===== src/rtl/matmul_m0_read_sched_if.sv =====
// Interface bundling the control/issue signals of the M0 read scheduler.
//   master : multiply controller side (drives start/abort/stall, observes issue)
//   slave  : scheduler side (observes start/abort/stall, drives issue outputs)
//   start/abort/stall        : job request, synchronous cancel, back-pressure
//   row/column/rd_en         : address and enable to the M0 bank-read pipeline
//   pass_idx/first_k/last_k  : pass number and accumulator clear/commit markers
//   busy/done                : job in progress, one-cycle completion pulse
interface matmul_m0_read_sched_if #(
    parameter int unsigned N      = 3,
    parameter int unsigned M      = 6,
    parameter int unsigned PASSES = 6
);
    logic                        start;
    logic                        abort;
    logic                        stall;
    logic [$clog2(M/N)-1:0]      row;
    logic [$clog2(M)-1:0]        column;
    logic                        rd_en;
    logic [$clog2(PASSES)-1:0]   pass_idx;
    logic                        first_k;
    logic                        last_k;
    logic                        busy;
    logic                        done;

    modport master (
        output start, abort, stall,
        input  row, column, rd_en, pass_idx, first_k, last_k, busy, done
    );

    modport slave (
        input  start, abort, stall,
        output row, column, rd_en, pass_idx, first_k, last_k, busy, done
    );
endinterface


===== src/rtl/matmul_m0_read_sched.sv =====
// M0 operand read scheduler for the floating-point matrix multiplier.
// On start, sweeps column (inner), row-block, pass (outer) once per job,
// issuing one address per unstalled cycle, then waits N+2 cycles for the
// N-deep bank-read pipeline to drain and pulses done.
//   clk   : rising-edge clock
//   rst_n : asynchronous active-low reset
//   bus   : slave modport of matmul_m0_read_sched_if (see interface header)
module matmul_m0_read_sched #(
    parameter int unsigned N      = 3,
    parameter int unsigned M      = 6,
    parameter int unsigned PASSES = 6
) (
    input  logic                          clk,
    input  logic                          rst_n,
    matmul_m0_read_sched_if.slave         bus
);
    localparam int unsigned RB = M / N;
    localparam int unsigned RW = $clog2(RB);
    localparam int unsigned CW = $clog2(M);
    localparam int unsigned PW = $clog2(PASSES);
    localparam int unsigned DW = $clog2(N + 2);

    localparam logic [CW-1:0] K_MAX = CW'(M - 1);
    localparam logic [RW-1:0] R_MAX = RW'(RB - 1);
    localparam logic [PW-1:0] P_MAX = PW'(PASSES - 1);
    localparam logic [DW-1:0] D_MAX = DW'(N + 1);

    typedef enum logic [1:0] {
        S_IDLE,
        S_ISSUE,
        S_DRAIN,
        S_DONE
    } state_t;

    state_t        state;
    logic [CW-1:0] k;
    logic [RW-1:0] r;
    logic [PW-1:0] p;
    logic [DW-1:0] dcnt;

    logic [RW-1:0] row_q;
    logic [CW-1:0] column_q;
    logic [PW-1:0] pass_q;
    logic          rd_en_q;
    logic          first_q;
    logic          last_q;
    logic          busy_q;
    logic          done_q;

    always_ff @(posedge clk or negedge rst_n) begin
        if (!rst_n) begin
            state    <= S_IDLE;
            k        <= '0;
            r        <= '0;
            p        <= '0;
            dcnt     <= '0;
            row_q    <= '0;
            column_q <= '0;
            pass_q   <= '0;
            rd_en_q  <= 1'b0;
            first_q  <= 1'b0;
            last_q   <= 1'b0;
            busy_q   <= 1'b0;
            done_q   <= 1'b0;
        end else if (bus.abort) begin
            // Cancel wins over start and stall in every state; no done pulse.
            state   <= S_IDLE;
            k       <= '0;
            r       <= '0;
            p       <= '0;
            dcnt    <= '0;
            rd_en_q <= 1'b0;
            first_q <= 1'b0;
            last_q  <= 1'b0;
            busy_q  <= 1'b0;
            done_q  <= 1'b0;
        end else begin
            case (state)
                S_IDLE: begin
                    k       <= '0;
                    r       <= '0;
                    p       <= '0;
                    dcnt    <= '0;
                    rd_en_q <= 1'b0;
                    first_q <= 1'b0;
                    last_q  <= 1'b0;
                    done_q  <= 1'b0;
                    if (bus.start) begin
                        state  <= S_ISSUE;
                        busy_q <= 1'b1;
                    end
                end
                S_ISSUE: begin
                    if (bus.stall) begin
                        // Address outputs and counters hold while stalled.
                        rd_en_q <= 1'b0;
                        first_q <= 1'b0;
                        last_q  <= 1'b0;
                    end else begin
                        row_q    <= r;
                        column_q <= k;
                        pass_q   <= p;
                        rd_en_q  <= 1'b1;
                        first_q  <= (k == '0);
                        last_q   <= (k == K_MAX);
                        if (k == K_MAX) begin
                            k <= '0;
                            if (r == R_MAX) begin
                                r <= '0;
                                if (p == P_MAX) begin
                                    p     <= '0;
                                    dcnt  <= '0;
                                    state <= S_DRAIN;
                                end else begin
                                    p <= p + 1'b1;
                                end
                            end else begin
                                r <= r + 1'b1;
                            end
                        end else begin
                            k <= k + 1'b1;
                        end
                    end
                end
                S_DRAIN: begin
                    rd_en_q <= 1'b0;
                    first_q <= 1'b0;
                    last_q  <= 1'b0;
                    if (dcnt == D_MAX) begin
                        state  <= S_DONE;
                        done_q <= 1'b1;
                    end else begin
                        dcnt <= dcnt + 1'b1;
                    end
                end
                S_DONE: begin
                    state  <= S_IDLE;
                    done_q <= 1'b0;
                    busy_q <= 1'b0;
                end
                default: begin
                    state  <= S_IDLE;
                    busy_q <= 1'b0;
                    done_q <= 1'b0;
                end
            endcase
        end
    end

    assign bus.row      = row_q;
    assign bus.column   = column_q;
    assign bus.pass_idx = pass_q;
    assign bus.rd_en    = rd_en_q;
    assign bus.first_k  = first_q;
    assign bus.last_k   = last_q;
    assign bus.busy     = busy_q;
    assign bus.done     = done_q;
endmodule


===== src/flat_wrapper.sv =====
// flat-port wrapper written by rule: the top's interface ports become plain ports
module matmul_m0_read_sched_flat 
#(
    parameter int unsigned N      = 3,
    parameter int unsigned M      = 6,
    parameter int unsigned PASSES = 6
)
  (clk, rst_n, bus_start, bus_abort, bus_stall, bus_row, bus_column, bus_rd_en, bus_pass_idx, bus_first_k, bus_last_k, bus_busy, bus_done);
  matmul_m0_read_sched_if #(.N(N), .M(M), .PASSES(PASSES)) bus_i ();
  input  logic clk;
  input  logic rst_n;
  input wire logic [$bits(bus_i.start)-1:0] bus_start;
  input wire logic [$bits(bus_i.abort)-1:0] bus_abort;
  input wire logic [$bits(bus_i.stall)-1:0] bus_stall;
  output wire logic [$bits(bus_i.row)-1:0] bus_row;
  output wire logic [$bits(bus_i.column)-1:0] bus_column;
  output wire logic [$bits(bus_i.rd_en)-1:0] bus_rd_en;
  output wire logic [$bits(bus_i.pass_idx)-1:0] bus_pass_idx;
  output wire logic [$bits(bus_i.first_k)-1:0] bus_first_k;
  output wire logic [$bits(bus_i.last_k)-1:0] bus_last_k;
  output wire logic [$bits(bus_i.busy)-1:0] bus_busy;
  output wire logic [$bits(bus_i.done)-1:0] bus_done;
  assign bus_i.start = bus_start;
  assign bus_i.abort = bus_abort;
  assign bus_i.stall = bus_stall;
  assign bus_row = bus_i.row;
  assign bus_column = bus_i.column;
  assign bus_rd_en = bus_i.rd_en;
  assign bus_pass_idx = bus_i.pass_idx;
  assign bus_first_k = bus_i.first_k;
  assign bus_last_k = bus_i.last_k;
  assign bus_busy = bus_i.busy;
  assign bus_done = bus_i.done;
  matmul_m0_read_sched #(.N(N), .M(M), .PASSES(PASSES)) u_core (.clk(clk), .rst_n(rst_n), .bus(bus_i));
endmodule

===== config.mk =====
export PLATFORM = sky130hd
export DESIGN_NAME = matmul_m0_read_sched_flat
export DESIGN_NICKNAME = d
export VERILOG_FILES = /design/src/rtl/matmul_m0_read_sched_if.sv /design/src/rtl/matmul_m0_read_sched.sv /design/src/flat_wrapper.sv
export SDC_FILE = /design/constraint.sdc
export NUM_CORES = 1
export LEC_CHECK = 0
export ABC_AREA = 1
export CORE_UTILIZATION = 40
export CTS_CLUSTER_SIZE = 28
export DETAILED_ROUTE_END_ITERATION = 7
export SLEW_MARGIN = 15
export SYNTH_ARGS = -nofsm -noshare
export SYNTH_HDL_FRONTEND = slang
export SYNTH_SLANG_ARGS = --single-unit
export TNS_END_PERCENT = 100

===== constraint.sdc =====
create_clock -name clk -period 2 [get_ports clk]
set_input_delay 0.3 -clock clk [delete_from_list [all_inputs] [get_ports clk]]
set_output_delay 0.3 -clock clk [all_outputs]
set_load 0.01 [all_outputs]

# --- After elaboration in Yosys (flattened, before gate mapping) ---
# Cells that the tools add are included.
classes:
  bitwise: 2
  mux: 45
  eq_ne: 13
  reduce_logical: 17
  add_sub_neg: 4
ops:
  columns: ["operator", "count"]
  rows:
  - ["$mux W3", 14]
  - ["$mux W1", 14]
  - ["$mux W2", 7]
  - ["$ne A3 B2 Y1 const B", 4]
  - ["$pmux W1 S2", 6]
  - ["$pmux W3 S2", 2]
  - ["$reduce_and A6 Y1", 2]
  - ["$reduce_bool A3 Y1", 4]
  - ["$add A3 B1 Y3 const B", 3]
  - ["$eq A3 B3 Y1 const B", 3]
  - ["$ne A3 B3 Y1 const B", 3]
  - ["$pmux W3 S3", 1]
  - ["$pmux W2 S4", 1]
  - ["$reduce_and A2 Y1", 3]
  - ["$reduce_and A3 Y1", 2]
  - ["$eq A2 B2 Y1 const B", 2]
  - ["$reduce_and A4 Y1", 1]
  - ["$reduce_bool A4 Y1", 1]
  - ["$reduce_or A2 Y1", 2]
  - ["$logic_not A3 Y1", 1]
  - ["$eq A2 B1 Y1 const B", 1]
  - ["$logic_not A2 Y1", 1]
  - ["$not A1 Y1", 2]
  - ["$add A1 B1 Y1 const B", 1]
totals:
  ff_bits: 24
  word_cells: 94

# --- Logic depth before layout (Yosys ltp) ---
# Gate-level depths: netlist of the first run.
logic_depth:
  ltp_word: 7
  depth_mapped: 10
  depth_no_buf: 10

# --- Worst setup path before layout of the first run ---
# OpenSTA, ideal clock, no wires.
synth_timing:
  path_type: "reg2reg"
  start: "register u_core.state[1]"
  end: "register u_core.state[0]"
  stages_incl_launch_ff: 11
  setup_ps: 117
  slack_ps: 586
  t_arrival_ps: 1297
  cell_sequence: "dfrtp_1 > inv_1 > ha_1 > inv_1 > nor2_8 > nand2_1 > nand2_1 > nor2_1 > nand2_1 > nand2_1 > nand2_1"
synth_between:
  elab_chain_len: 3
  elab_cells_between_ends: 13
  cone_classes: "eq/ne: 9; mux: 2; reduce/logical: 2"
synth_lines:
  columns: ["item", "line", "text"]
  rows:
  - ["start: declaration", "matmul_m0_read_sched.sv:35", "state_t state;"]
  - ["start signal: assignment", "matmul_m0_read_sched.sv:52", "state <= S_IDLE;"]
  - ["start signal: assignment", "matmul_m0_read_sched.sv:67", "state <= S_IDLE;"]
  - ["start signal: assignment", "matmul_m0_read_sched.sv:89", "state <= S_ISSUE;"]
  - ["$eq A2 B2 Y1 (tied with other cells)", "matmul_m0_read_sched.sv:78", "case (state)"]
  - ["$ne A3 B2 Y1 (no source line) (tied with other cells)", null, null]
  - ["$reduce_and A6 Y1 (no source line) / $mux W2 (equally long branches)", null, null]
# Parallel ways exist; a longest one is shown, timed or not.
# A chain may end at the register's enable or synchronous reset.

# --- Final worst setup path of the first run ---
layout_timing:
  start: "register u_core.state[1]"
  end: "register u_core.p[2]"
layout_between:
  elab_chain_len: 3
  elab_cells_between_ends: 9
  cone_classes: "eq/ne: 4; mux: 2; reduce/logical: 3"
layout_lines:
  columns: ["item", "line", "text"]
  rows:
  - ["$eq A2 B1 Y1 / $logic_not A2 Y1 (equally long branches)", "matmul_m0_read_sched.sv:78", null]
  - ["$ne A3 B2 Y1 (no source line) (tied with other cells)", null, null]
  - ["$reduce_and A4 Y1 (no source line) / $mux W3 (equally long branches)", null, null]
  - ["end signal: assignment", "matmul_m0_read_sched.sv:115", "p <= p + 1'b1;"]
  - ["end: declaration", "matmul_m0_read_sched.sv:38", "logic [PW-1:0] p;"]
# Parallel ways exist; a longest one is shown, timed or not.

==> impl_results.md, run 1 <==
* CP startpoint kind: register
* Outcome: finished clean
* Critical path, cell by cell: inv_1, ha_1, inv_1, nor2_8, nand2_1, nand2_2, nor2_1, nand2_1, nand2_1, nand2_1
* IR Drop Worst-Case VDD at 0.508 mV
* Die height at about 60 um
* Syn Area/Cell at between 8 and 9 sq um
* Post-synthesis cell area at approximately 0.0013 sq mm
* Worst-margin pin slew at just under 0.5 ns
* Largest delay share family, worst path: simple AND/OR/NAND/NOR gates
* Number of global-route vias before repair at 1011
* Number of flops mapped to enable cells by yosys at 0
* TritonCTS buffer count at 3
* H-Tree Level Count at 1
* Worst-case register-to-register setup slack at around 0.32 ns
* Clock edge transition at the registers on the reported setup and hold paths at ~0.13 ns
* Area grow syn2layout at 19.5%
* Via count normalized by instance count at 4.81
* Cells resized by post-CTS repair at 0
* Max Buffers Root-to-Sink at 2
* GR Util All Layers at around 16%
* Data required time of the worst path at ~2.2 ns
* Overall die area at between 0.003 and 0.004 sq mm
* Core ar. at between 0.003 and 0.004 sq mm
* Detail Route met2 WL at between 1 and 1.5 mm
* First-iteration detailed-routing DRC count at 39
* Fraction of layout instances using a drive strength above 1 at between 10% and 20%
* Delay of the slowest cell on the worst path at ~0.45 ns
* Remaining antenna violation count after routing at 0
* Number of different library cells in the post-synthesis netlist at 20
* Pwr Density at approximately 1100 mW/mm^2
* Seq/Total Area, Yosys at approximately 45%
* Number of buffers and inverters on the critical path at 2
* Remaining max-slew budget at the tightest pin at 67.3%
* Worst setup path startpoint: u_core.state[1]
* Via total after detailed routing at 1102
* Residual overflow from global routing at 0
* Highest layer used for signal routing: met4
* Number of endpoints with negative hold slack in the final report at 0
* Most common cell type on the critical path: nand2_1
* Final setup margin at approximately 0.32 ns
* Hold-fix buffers, CTS at 0
* Predominant post-synthesis flop cell: dfrtp_1
* Largest fanout of any net on the critical path at 10
* Global placer's final weighted congestion at approximately 0.85
* Number of max-cap violations at 0
* Final clock skew at ~0.0079 ns
* First-pass GRT wire length at 4.31 mm
* Post-placement setup slack at 0.0903 ns
* Leading cell type in the layout, fill and taps excluded: nand2_1
* FF-to-FF path depth at 10
* Cell Rows at 20
* Endpoint of the most critical register-to-register path: u_core.p[2]
* Max Slew Vio Count at 0
* Number of port buffers at 16
* DRC Markers at 0
* Average wire length per cell after detail routing at between 10 and 15 um
* Final routed wirelength across all metal layers at between 2 and 3 mm
* Detailed-placement wirelength estimate at 1.95 mm
* Arrival time of data at the critical path endpoint at around 1.9 ns
* Buffers inserted by post-CTS timing repair at 0
* Worst Path Class, Setup: reg -> reg
* Kind of end point of the critical path: register
* Fmax at 596 MHz
* Met1 WL at between 1 and 1.5 mm
* Diode count at 0
* TritonCTS clock tree: built
* Count of non-filler cells in the finished layout at 229
* Launch instance of the worst register-to-register path: u_core.state[1]
* Number of top-level pins at 17
* Top cells by area in the synthesized netlist: dfrtp_1 (45%), nand2_1 (14%), ha_1 (6.6%), inv_1 (5.9%), o21ai_2 (4.6%)
* Crit path max-delay cell type: dfrtp_1
* Utilization after layout at between 50 and 60%
* Number of setup violations in the final report at 0
* Highest-count cells in the layout ignoring fill and taps: nand2_1 (51), dfrtp_1 (24), inv_1 (21)
* Share of the synthesized area in the top cell type at a little under half
* Flop and latch count out of synthesis at 24
* Setup_tns at 0 ns
* Antenna violations before repair at 0
* Number of sinks handled by clock tree synthesis at 24
* Largest net degree at the start of global routing at 25
* NumNets Final at roughly 200
* Top cell type by total area after synthesis: dfrtp_1
* Post-synthesis net count at about 180
* Leakage at around 0.80 nW
* Synthesized instance count at ~170
* CTS root buffer: clkbuf_4
* Horizontal extent of the die at ~60 um
* Iteration count of the initial detailed-routing pass at 4
* Final-layout fill cell count at approximately 340
* Number of placed instances with taps included at about 230
* Path type of the worst min-delay path: in -> async
* Post-layout minimum cycle time at ~1.7 ns
* Post-synthesis async set-or-reset flop share at 100%
* Yosys warning count at 0
* Routed wl met3 at ~110 um
* Share of the cycle needed by the critical path after routing at 83.9%
* Initial core utilization at a little over two fifths
* Clock latency at the later pin of the worst-skew pair at between 0.3 and 0.4 ns
* RSZ-0062 raised after global routing: no
* Sum of internal, switching and leakage power at around 0.0018 W
-- worst register-to-register path, cell delays in order (launching register included) --
cell and delay (ns):
dfrtp_1 0.45, inv_1 0.11, ha_1 0.19, inv_1 0.16
nor2_8 0.07, nand2_1 0.15, nand2_2 0.09, nor2_1 0.18
nand2_1 0.07, nand2_1 0.06, nand2_1 0.05
-- cells in the mapped netlist, types with 2 or more instances --
cell type and count:
inv_1 21, o21ai_2 7, nand3_2 2, dfrtp_1 24
inv_2 3, nand3_1 10, buf_6 2, nor2_1 12
nand4_1 3, nand2_2 4, o21ai_0 9, ha_1 7
nor3_1 2, nand2_1 51, a21oi_1 3
-- metrics by stage --
step	area, sq um	hold slack [ns]
finish	1590	0.327
global route	1590	0.330
CTS	1590	0.328
detailed placement	1540	0.466
global placement	1540	0.462
floorplan	1330	0.00441
-- cells by family (layout without fill, tap and decap cells) --
logic type      count (synthesis)  in the layout  share of synthesized area (%)
buf+inv                        26             46                           8.44
fa+ha+maj                       7              7                           6.57
compound gates                 21             21                           10.0
flops                          24             24                           45.0
xor+xnor                        1              1                          0.657
simple gates                   86             86                           29.3
-- state kept, by name (all words and copies together) (netlist names) --
| register | cells |
|---|---|
| u_core.bus.column | 3 |
| u_core.bus.pass_idx | 3 |
| u_core.dcnt | 3 |
| u_core.k | 3 |
| u_core.p | 3 |
| u_core.state | 2 |
| u_core.bus.busy | 1 |
| u_core.bus.done | 1 |
| u_core.bus.first_k | 1 |
| u_core.bus.last_k | 1 |
| u_core.bus.rd_en | 1 |
| u_core.bus.row | 1 |
| u_core.r | 1 |
-- where the power goes --
part	internal (W)	switching, W	leakage (nW)
clock	0.000203	0.000144	0.0279
sequential	0.000599	0.0000816	0.326
combinational	0.000305	0.000442	0.444
-- metal layers --
layer,GRT usage [%],up-vias
met4,8.64,0
met5,0,-
li1,-,554
met2,25.4,30
met3,3.25,6
met1,20.9,512
-- worst max path at each step --
stage / endpoint / slack, ns / cells after the start
3_5_place_dp: u_core.state[1] / 0.09 / 8
6_report: u_core.p[2] / 0.32 / 10
5_1_grt: u_core.state[0] / 0.13 / 10
2_1_floorplan: u_core.state[0] / 0.59 / 10
3_3_place_gp: u_core.state[0] / 0.09 / 8
4_1_cts: u_core.state[1] / 0.32 / 10
-- area by class of cell --
cell class                      count  area [sq um]  share of cell area (%)
Tap cell                           44          55.1                    3.45
Inverter                           24          90.1                    5.65
Clock inverter                      1          30.0                    1.88
Clock buffer                        3          22.5                    1.41
Sequential cell                    24           601                    37.7
Multi-Input combinational cell    115           621                    38.9
Timing Repair Buffer               18           175                    11.0
No activity file was read; power rests on OpenSTA's default activity.
==> run 2: changes to the inputs <==
==> constraint.sdc (replaced) <==
create_clock -name clk -period 1.4 [get_ports clk]
set_input_delay 0.21 -clock clk [delete_from_list [all_inputs] [get_ports clk]]
set_output_delay 0.21 -clock clk [all_outputs]
set_load 0.01 [all_outputs]
==> impl_results.md, run 2 (same netlist as run 1, synthesis figures left out) <==
* Outcome: finished with violations
* Failing checks: negative setup slack
* Final routed wirelength across all metal layers at 3.21 mm (+29%)
* Area grow syn2layout at 50.3%
* Fmax at 689 MHz (+16%)
* Kind of end point of the critical path: register
* Antenna violations before repair at 0 (unchanged)
* Max Slew Vio Count at 0 (unchanged)
* Residual overflow from global routing at 0 (unchanged)
* Endpoint of the most critical register-to-register path: u_core.state[0]
* Via count normalized by instance count at 4.72 (-2.0%)
* Number of port buffers at 16 (unchanged)
* Number of max-cap violations at 0 (unchanged)
* Max Buffers Root-to-Sink at 2 (unchanged)
* Remaining max-slew budget at the tightest pin at 77.7% (+10 points)
* Highest-count cells in the layout ignoring fill and taps: nand2_1 (39), buf_4 (27), dfrtp_1 (23)
* Share of the cycle needed by the critical path after routing at 104% (+20 points)
* Pwr Density at 1610 mW/mm^2 (+45%)
* Sum of internal, switching and leakage power at 0.00324 W (+82%)
* Number of buffers and inverters on the critical path at 5 (+3)
* Cell Rows at 20 (unchanged)
* First-iteration detailed-routing DRC count at 40 (+2.6%)
* Destination of the critical timing path: u_core.state[0]
* Final clock skew at 0.00796 ns (+0.0000650 ns)
* Setup_tns at -0.205 ns (-0.205 ns)
* Global placer's final weighted congestion at 0.800 (-5.9%)
* Die height at 59.7 um (unchanged)
* Highest layer used for signal routing: met4
* Clock edge transition at the registers on the reported setup and hold paths at 0.14 ns (about the same)
* Average wire length per cell after detail routing at 12.5 um (+14%)
* Arrival time of data at the critical path endpoint at 1.69 ns (-0.20 ns)
* Clock latency at the later pin of the worst-skew pair at 0.33 ns (+0.02 ns)
* Critical path, cell by cell: inv_2, buf_6, ha_4, inv_4, nor3_4, inv_2, nand2_4, inv_4, nand3_1, nand2_1
* Largest net degree at the start of global routing at 25 (unchanged)
* IR Drop Worst-Case VDD at 0.962 mV (+90%)
* FF-to-FF path depth at 10 (unchanged)
* Number of top-level pins at 17 (unchanged)
* Leakage at 1.03 nW (+30%)
* Overall die area at 0.00357 sq mm (unchanged)
* Worst-margin pin slew at 0.332 ns (-0.158 ns)
* Final-layout fill cell count at 283 (-17%)
* Diode count at 0 (unchanged)
* Worst Path Class, Setup: reg -> reg
* Critical Path Stages at 10 (unchanged)
* Largest delay share family, worst path: flip-flops
* Path type of the worst min-delay path: in -> async
* Detail Route met2 WL at 1.66 mm (+42%)
* Initial core utilization at 43.0% (unchanged)
* Worst setup path startpoint: u_core.state[1]
* Number of sinks handled by clock tree synthesis at 24 (unchanged)
* TritonCTS clock tree: built
* Data required time of the worst path at 1.64 ns (-0.58 ns)
* DRC Markers at 0 (unchanged)
* TritonCTS buffer count at 3 (unchanged)
* Iteration count of the initial detailed-routing pass at 4 (unchanged)
* Post-layout minimum cycle time at 1.45 ns (-0.227 ns)
* Core ar. at 0.00310 sq mm (unchanged)
* RSZ-0062 raised after global routing: yes
* Horizontal extent of the die at 59.7 um (unchanged)
* Worst-case register-to-register setup slack at -0.05 ns (-0.37 ns)
* Number of setup violations in the final report at 10 (+10)
* Leading cell type in the layout, fill and taps excluded: nand2_1
* CTS root buffer: clkbuf_4
* Number of global-route vias before repair at 1256 (+24%)
* Launch instance of the worst register-to-register path: u_core.state[1]
* H-Tree Level Count at 1 (unchanged)
* Utilization after layout at 64.6% (+13 points)
* Remaining antenna violation count after routing at 0 (unchanged)
* Fraction of layout instances using a drive strength above 1 at 42.5% (+30 points)
* NumNets Final at 227 (+15%)
* Via total after detailed routing at 1217 (+10%)
* Detailed-placement wirelength estimate at 2.18 mm (+12%)
* Crit path max-delay cell type: dfrtp_1
* Number of endpoints with negative hold slack in the final report at 0 (unchanged)
* First-pass GRT wire length at 5.49 mm (+27%)
* Sequential cell area in the final layout at 602 sq um (+0.21%)
* Delay of the slowest cell on the worst path at 0.42 ns (-0.03 ns)
* Routed wl met3 at 90 um (-14%)
* Met1 WL at 1.37 mm (+17%)
* GR Util All Layers at 20.8% (+4.6 points)
* CP startpoint kind: register
* Final setup margin at -0.0512 ns (-0.373 ns)
* Largest fanout of any net on the critical path at 3 (-7)
* Area used by multi-input combinational logic at 790 sq um (+27%)
-- run 2: worst register-to-register path, stage by stage (launching register included) --
cell     delay (ns)
dfrtp_1        0.42
inv_2          0.12
buf_6          0.11
ha_4           0.15
inv_4          0.05
nor3_4         0.19
inv_2          0.08
nand2_4        0.07
inv_4          0.04
nand3_1        0.08
nand2_1        0.05
-- run 2: layer usage --
layer / global-route usage, % / up-vias
met5: 0 / -
met4: 9.97 / 0
met3: 2.60 / 9
met2: 36.5 / 22
met1: 25.1 / 564
li1: - / 622
-- run 2: worst min path at each step --
stage | startpoint | slack [ns] | cells after the start | endpoint
floorplan | rst_n | -0.09 | 0 | u_core.bus.busy
global placement | u_core.bus.rd_en | 0.45 | 2 | u_core.bus.rd_en
detailed placement | u_core.bus.pass_idx[2] | 0.47 | 2 | u_core.bus.pass_idx[2]
CTS | rst_n | 0.24 | 2 | u_core.bus.column[1]
global route | rst_n | 0.24 | 2 | u_core.bus.column[1]
finish | rst_n | 0.23 | 2 | u_core.bus.column[1]
-- run 2: final cells by class --
cell class / instances / area share [%]
multi-input combinational: 115 / 39.4
sequential: 24 / 30.0
timing repair buffer: 47 / 19.6
inverter: 24 / 5.62
tap: 44 / 2.75
clock inverter: 1 / 1.50
clock buffer: 3 / 1.12
-- run 2: where the power goes --
group | switching (W) | internal (W) | total, W
registers | 0.000112 | 0.000858 | 0.000970
logic | 0.000965 | 0.000785 | 0.00175
clock network | 0.000227 | 0.000290 | 0.000517
total | 0.00130 | 0.00193 | 0.00324
-- run 2: timing repair --
action	4_1_cts	5_1_grt
gates cloned	0	0
setup buffers	5	2
setup endpoints to repair	35	23
gates resized for setup	55	29
pin swaps	16	9
hold buffers	0	0
-- run 2: through the flow --
stage,hold slack (ns),setup slack (ns),area [sq um],cells
after CTS,0.243,-0.0181,1910,256
after global placement,0.451,-0.229,1710,247
after global routing,0.236,-0.128,2000,258
after detailed placement,0.469,-0.231,1710,247
after floorplan,-0.0856,0.0338,1330,165
final,0.228,-0.0512,2000,258
==> RTL change 1: new RTL, settings of run 2 <==
Reset style: synchronous (`rst_n`), changed in one clocked block. Comments in the files are not updated.
--- a/src/rtl/matmul_m0_read_sched.sv
+++ b/src/rtl/matmul_m0_read_sched.sv
@@ -47,7 +47,7 @@
     logic          busy_q;
     logic          done_q;
 
-    always_ff @(posedge clk or negedge rst_n) begin
+    always_ff @(posedge clk) begin
         if (!rst_n) begin
             state    <= S_IDLE;
             k        <= '0;
Function: differs if rst_n is asserted again (counterexample within 4 cycles, from zero or initial values and one cycle with rst_n low); with rst_n held inactive, the same outputs for 10 cycles.
==> RTL change 1 against run 2 <==
The flow finishes with violations (DRC). Wire length fell by 19%. Critical path depth stayed put. Global-route usage fell by 3.4 points. Synthesized area is 8.7% lower. Sequential share of layout area decreased by 0.24 points. Non-clock buffer count shrank 14. Design area shrank 18%. Worst setup slack improved by 0.12 ns. Count of clock-buffer cells in the layout is the same. Sequential cell count unchanged. Critical path type unchanged. Critical endpoint is now u_core.state[0]$_SDFFE_PP0P_.
Power is not compared: it rests on default switching activity, and its combinational part moved more than twofold at a synthesized area within 25%.
==> RTL change 1: results <==
run_status:
  status: "finished, violations left"
  violations: "DRC"
critical_path:
  worstReg2RegStart: "u_core.state[0]$_SDFFE_PP0P_"
  r2r_cells: 10
  r2r_slack_ns: 0.07
  crit_path_max_fanout: 4
  cp_data_arrival_time_ns: 1.56
  crit_type: "flip-flop to flip-flop"
  cp-endpoint: "u_core.state[0]$_SDFFE_PP0P_"
  slowest_delay_ns: 0.39
  crit_family: "flip-flops"
  crit_slowest_cell: "dfxtp_4"
detailed_routing:
  drtIter0Drc: 46
  wl_um: 2590
  drc: 5
  dr.pass1.iters: 6
  vias_per_cell: 4.98
cts:
  cts.htree.levels: 1
  numCtsBuffers: 3
  clkTransAtPathRegs_ns: 0.14
  cts_root_buf: "clkbuf_4"
  insertion_delay_ns: 0.32
  cts.path.max_buffers: 2
logic_synthesis:
  yosysWarnings: 0
  avgSynthCellArea_um2: 7.25
  syn_nets: 180
  yosys-top-cells-area: "dfxtp_1, nand2_1, nor2_1"
  ys_types: 25
  synth-main-ff-cell: "dfxtp_1"
  synth.yosys.seq_area_share_pct: 39.5
  synth_common_cells: "nand2_1, nor2_1, dfxtp_1"
  async_flop_share_pct: 0
timing:
  worst_pin_slew_ns: 0.239
  post-route-period-util_pct: 95.0
  skew_ns: 0.00662
pwr:
  power_switching_mw: 0.439
  p_leak_nw: 0.738
  irDropWorstVdd_mv: 0.386
global_routing:
  grt_max_degree: 15
  grt_use_total_pct: 17.4
  grt_pass1_vias: 1108
  grt_pass1_wl_um: 4550
  antenna_found_initial: 0
cells_and_area:
  final_cells: 234
  nets: 216
  diodes: 0
  drive_above_1_share_pct: 26.6
hold_path:
  min_path_type: "flip-flop to flip-flop"
placement:
  place.gp.congestion: 0.880
  dp_hpwl_um: 1950
  dpl_cell_area_mm2: 0.00152
  place_ws_ns: -0.0621
  port_buffers: 16
flow_run:
  cap_violations: 0
-- RTL change 1: kinds of logic after synthesis --
family | Yosys count | synth area share [%]
AND/OR/NAND/NOR | 79 | 28.7
AO/OA/AOI/OAI | 32 | 15.2
buffers and inverters | 25 | 8.74
flip-flops | 24 | 39.5
adder cells (fa/ha/maj) | 7 | 7.19
XOR/XNOR | 1 | 0.720
-- RTL change 1: worst min path at each step --
| stage | start | end | cells after the start | slack [ns] |
|---|---|---|---|---|
| floorplan | rst_n | u_core.bus.pass_idx[2]$_SDFFE_PN0P_ | 2 | 0.32 |
| global placement | u_core.bus.done$_SDFFE_PP0P_ | u_core.bus.done$_SDFFE_PP0P_ | 2 | 0.44 |
| detailed placement | u_core.bus.done$_SDFFE_PP0P_ | u_core.bus.done$_SDFFE_PP0P_ | 2 | 0.45 |
| CTS | u_core.bus.done$_SDFFE_PP0P_ | u_core.bus.done$_SDFFE_PP0P_ | 2 | 0.47 |
| global route | u_core.bus.done$_SDFFE_PP0P_ | u_core.bus.done$_SDFFE_PP0P_ | 2 | 0.50 |
| finish | u_core.bus.done$_SDFFE_PP0P_ | u_core.bus.done$_SDFFE_PP0P_ | 2 | 0.47 |
-- RTL change 1: tightest hold or removal path: stages, from the launching register on --
cell      delay, ns
dfxtp_1        0.33
inv_1          0.05
a211oi_1       0.06
-- RTL change 1: repair_timing --
item / in CTS / in global routing
buffers inserted: 2 / 1
gates resized for setup: 18 / 23
endpoints found under the setup margin: 28 / 19
pin swaps: 2 / 7
-- RTL change 1: power by group through the flow --
stage          sequential, mW  clock (mW)  combinational, mW
2_1_floorplan           0.744           0              0.195
3_3_place_gp            0.741           0              0.316
3_5_place_dp            0.742           0              0.321
4_1_cts                 0.728       0.524              0.324
5_1_grt                 0.734       0.552              0.401
6_report                0.729       0.507              0.355
-- RTL change 1: layout make-up --
| type | count | area, um2 |
|---|---|---|
| fill | 261 | 1180 |
| multi-input combinational | 119 | 681 |
| sequential | 24 | 490 |
| timing repair buffer | 33 | 289 |
| inverter | 23 | 95.1 |
| tap | 31 | 38.8 |
| clock inverter | 1 | 30.0 |
| clock buffer | 3 | 22.5 |
-- RTL change 1: per-layer routing --
| layer | share of wire, % | vias up | track usage [%] | wire (um) |
|---|---|---|---|---|
| met4 | 1.4 | 0 | 7.67 | 36 |
| met1 | 44 | 532 | 20.5 | 1140 |
| met5 | 0 | - | 0 | 0 |
| met2 | 51 | 23 | 31.8 | 1330 |
| li1 | - | 604 | - | - |
| met3 | 3.5 | 6 | 2.04 | 90 |
==> RTL change 2: new RTL, config.mk and constraints of run 2 <==
Without the edit above. `PASSES` is set to 6 in 3 places; all go to 8.
--- a/src/rtl/matmul_m0_read_sched_if.sv
+++ b/src/rtl/matmul_m0_read_sched_if.sv
@@ -8,7 +8,7 @@
 interface matmul_m0_read_sched_if #(
     parameter int unsigned N      = 3,
     parameter int unsigned M      = 6,
-    parameter int unsigned PASSES = 6
+    parameter int unsigned PASSES = 8
 );
     logic                        start;
     logic                        abort;
--- a/src/rtl/matmul_m0_read_sched.sv
+++ b/src/rtl/matmul_m0_read_sched.sv
@@ -8,7 +8,7 @@
 module matmul_m0_read_sched #(
     parameter int unsigned N      = 3,
     parameter int unsigned M      = 6,
-    parameter int unsigned PASSES = 6
+    parameter int unsigned PASSES = 8
 ) (
     input  logic                          clk,
     input  logic                          rst_n,
--- a/src/flat_wrapper.sv
+++ b/src/flat_wrapper.sv
@@ -3,7 +3,7 @@
 #(
     parameter int unsigned N      = 3,
     parameter int unsigned M      = 6,
-    parameter int unsigned PASSES = 6
+    parameter int unsigned PASSES = 8
 )
   (clk, rst_n, bus_start, bus_abort, bus_stall, bus_row, bus_column, bus_rd_en, bus_pass_idx, bus_first_k, bus_last_k, bus_busy, bus_done);
   matmul_m0_read_sched_if #(.N(N), .M(M), .PASSES(PASSES)) bus_i ();
Check against the original RTL: no difference found for any inputs over 10 cycles, from zero or initial values and one cycle with rst_n low; that may be too few to reach the edited logic, so the function may still have changed.
==> RTL change 2 against run 2 <==
The flow still finishes with violations (setup timing). Core utilization fell by 6.9 points. Global-route usage fell by 4.1 points. Worst setup slack improved by 0.034 ns. Total power rose by 4.6%. Wire length fell by 0.87%. Synthesized area rose by 5.4%. Die area rose by 5.3%. Hold slack got worse by 0.014 ns. Sequential cell count did not move. Final cell count did not move. Design area fell by 3.1%. Highest routed layer unchanged.
==> RTL change 2: results <==
pwr:
  p_clk_share_pct: 15.3
  irDropWorstVdd_mv: 0.782
  p_comb_share_pct: 55.2
  pg_clk_mw: 0.518
  internal_power_mw: 1.98
cells_and_area:
  multi_input_area_share_pct: 41.6
  nFillCells: 324
  inverters: 23
  drive_above_1_share_pct: 34.9
  multi_input_cells: 123
  finalInstanceArea_mm2: 0.00194
  clk_share_pct: 2.71
  n_all_buffers: 38
  nonClkBufAreaFrac_pct: 16.6
timing:
  skew_ns: 0.00840
  setup_viol: 4
  max_slew_margin_pct: 75.8
  fin_ws_ns: -0.0177
  finalSetupTns_ns: -0.0428
placement:
  place_ws_ns: -0.116
  place.gp.congestion: 0.878
  dp_hpwl_um: 2120
  dpl_cell_area_mm2: 0.00173
cts:
  post-cts-setup-buffer-count: 4
  cts.repair.resized: 27
detailed_routing:
  met1_length_um: 1480
  route.met3.wl_um: 93
  dr_wl_met2_um: 1530
  wl_per_cell_um: 12.3
logic_synthesis:
  synth_compound_area_share_pct: 10.4
  avgSynthCellArea_um2: 8.18
  syn_nets: 186
  yosys.area_share.adder_pct: 8.01
  synth_common_cells: "nand2_1, dfrtp_1, nor2_1"
  ys_types: 23
  synthXorXnorAreaFrac_pct: 0.623
critical_path:
  slowest_delay_ns: 0.51
  crit_path_max_fanout: 5
  crit_slowest_cell: "dfrtp_2"
  worstReg2RegStart: "u_core.state[0]$_DFFE_PN0P_"
global_routing:
  grt_use_met2_pct: 28.3
  grt_use_met1_pct: 21.6
  grt_use_met3_pct: 2.10
  grt_pass1_wl_um: 4610
  grt_pass1_vias: 1064
run_status:
  status: "finished, violations left"
  violations: "setup timing"
-- RTL change 2: cell types whose count changed in the layout (fill, tap and decap cells not counted), moves of 3 or more --
cell	run 2	this run
o21ai_1	6	9
buf_4	27	21
buf_6	4	0
nand2_1	39	34
nand2_4	7	4
o21ai_2	10	5
nor2_1	6	18
-- RTL change 2: path summary, 6_finish.rpt --
kind                                                     to  slack (ns)  cells past startpoint
setup / recovery                 u_core.dcnt[1]$_DFFE_PN0P_       -0.02                      9
hold / removal                  u_core.bus.busy$_DFFE_PN0P_        0.21                      2
setup reg to reg                 u_core.dcnt[1]$_DFFE_PN0P_       -0.02                      9
hold reg to reg            u_core.bus.column[0]$_DFFE_PN0P_        0.50                      2
max in group asynchronous       u_core.state[0]$_DFFE_PN0P_        0.94                      2
min in group clk           u_core.bus.column[0]$_DFFE_PN0P_        0.50                      2
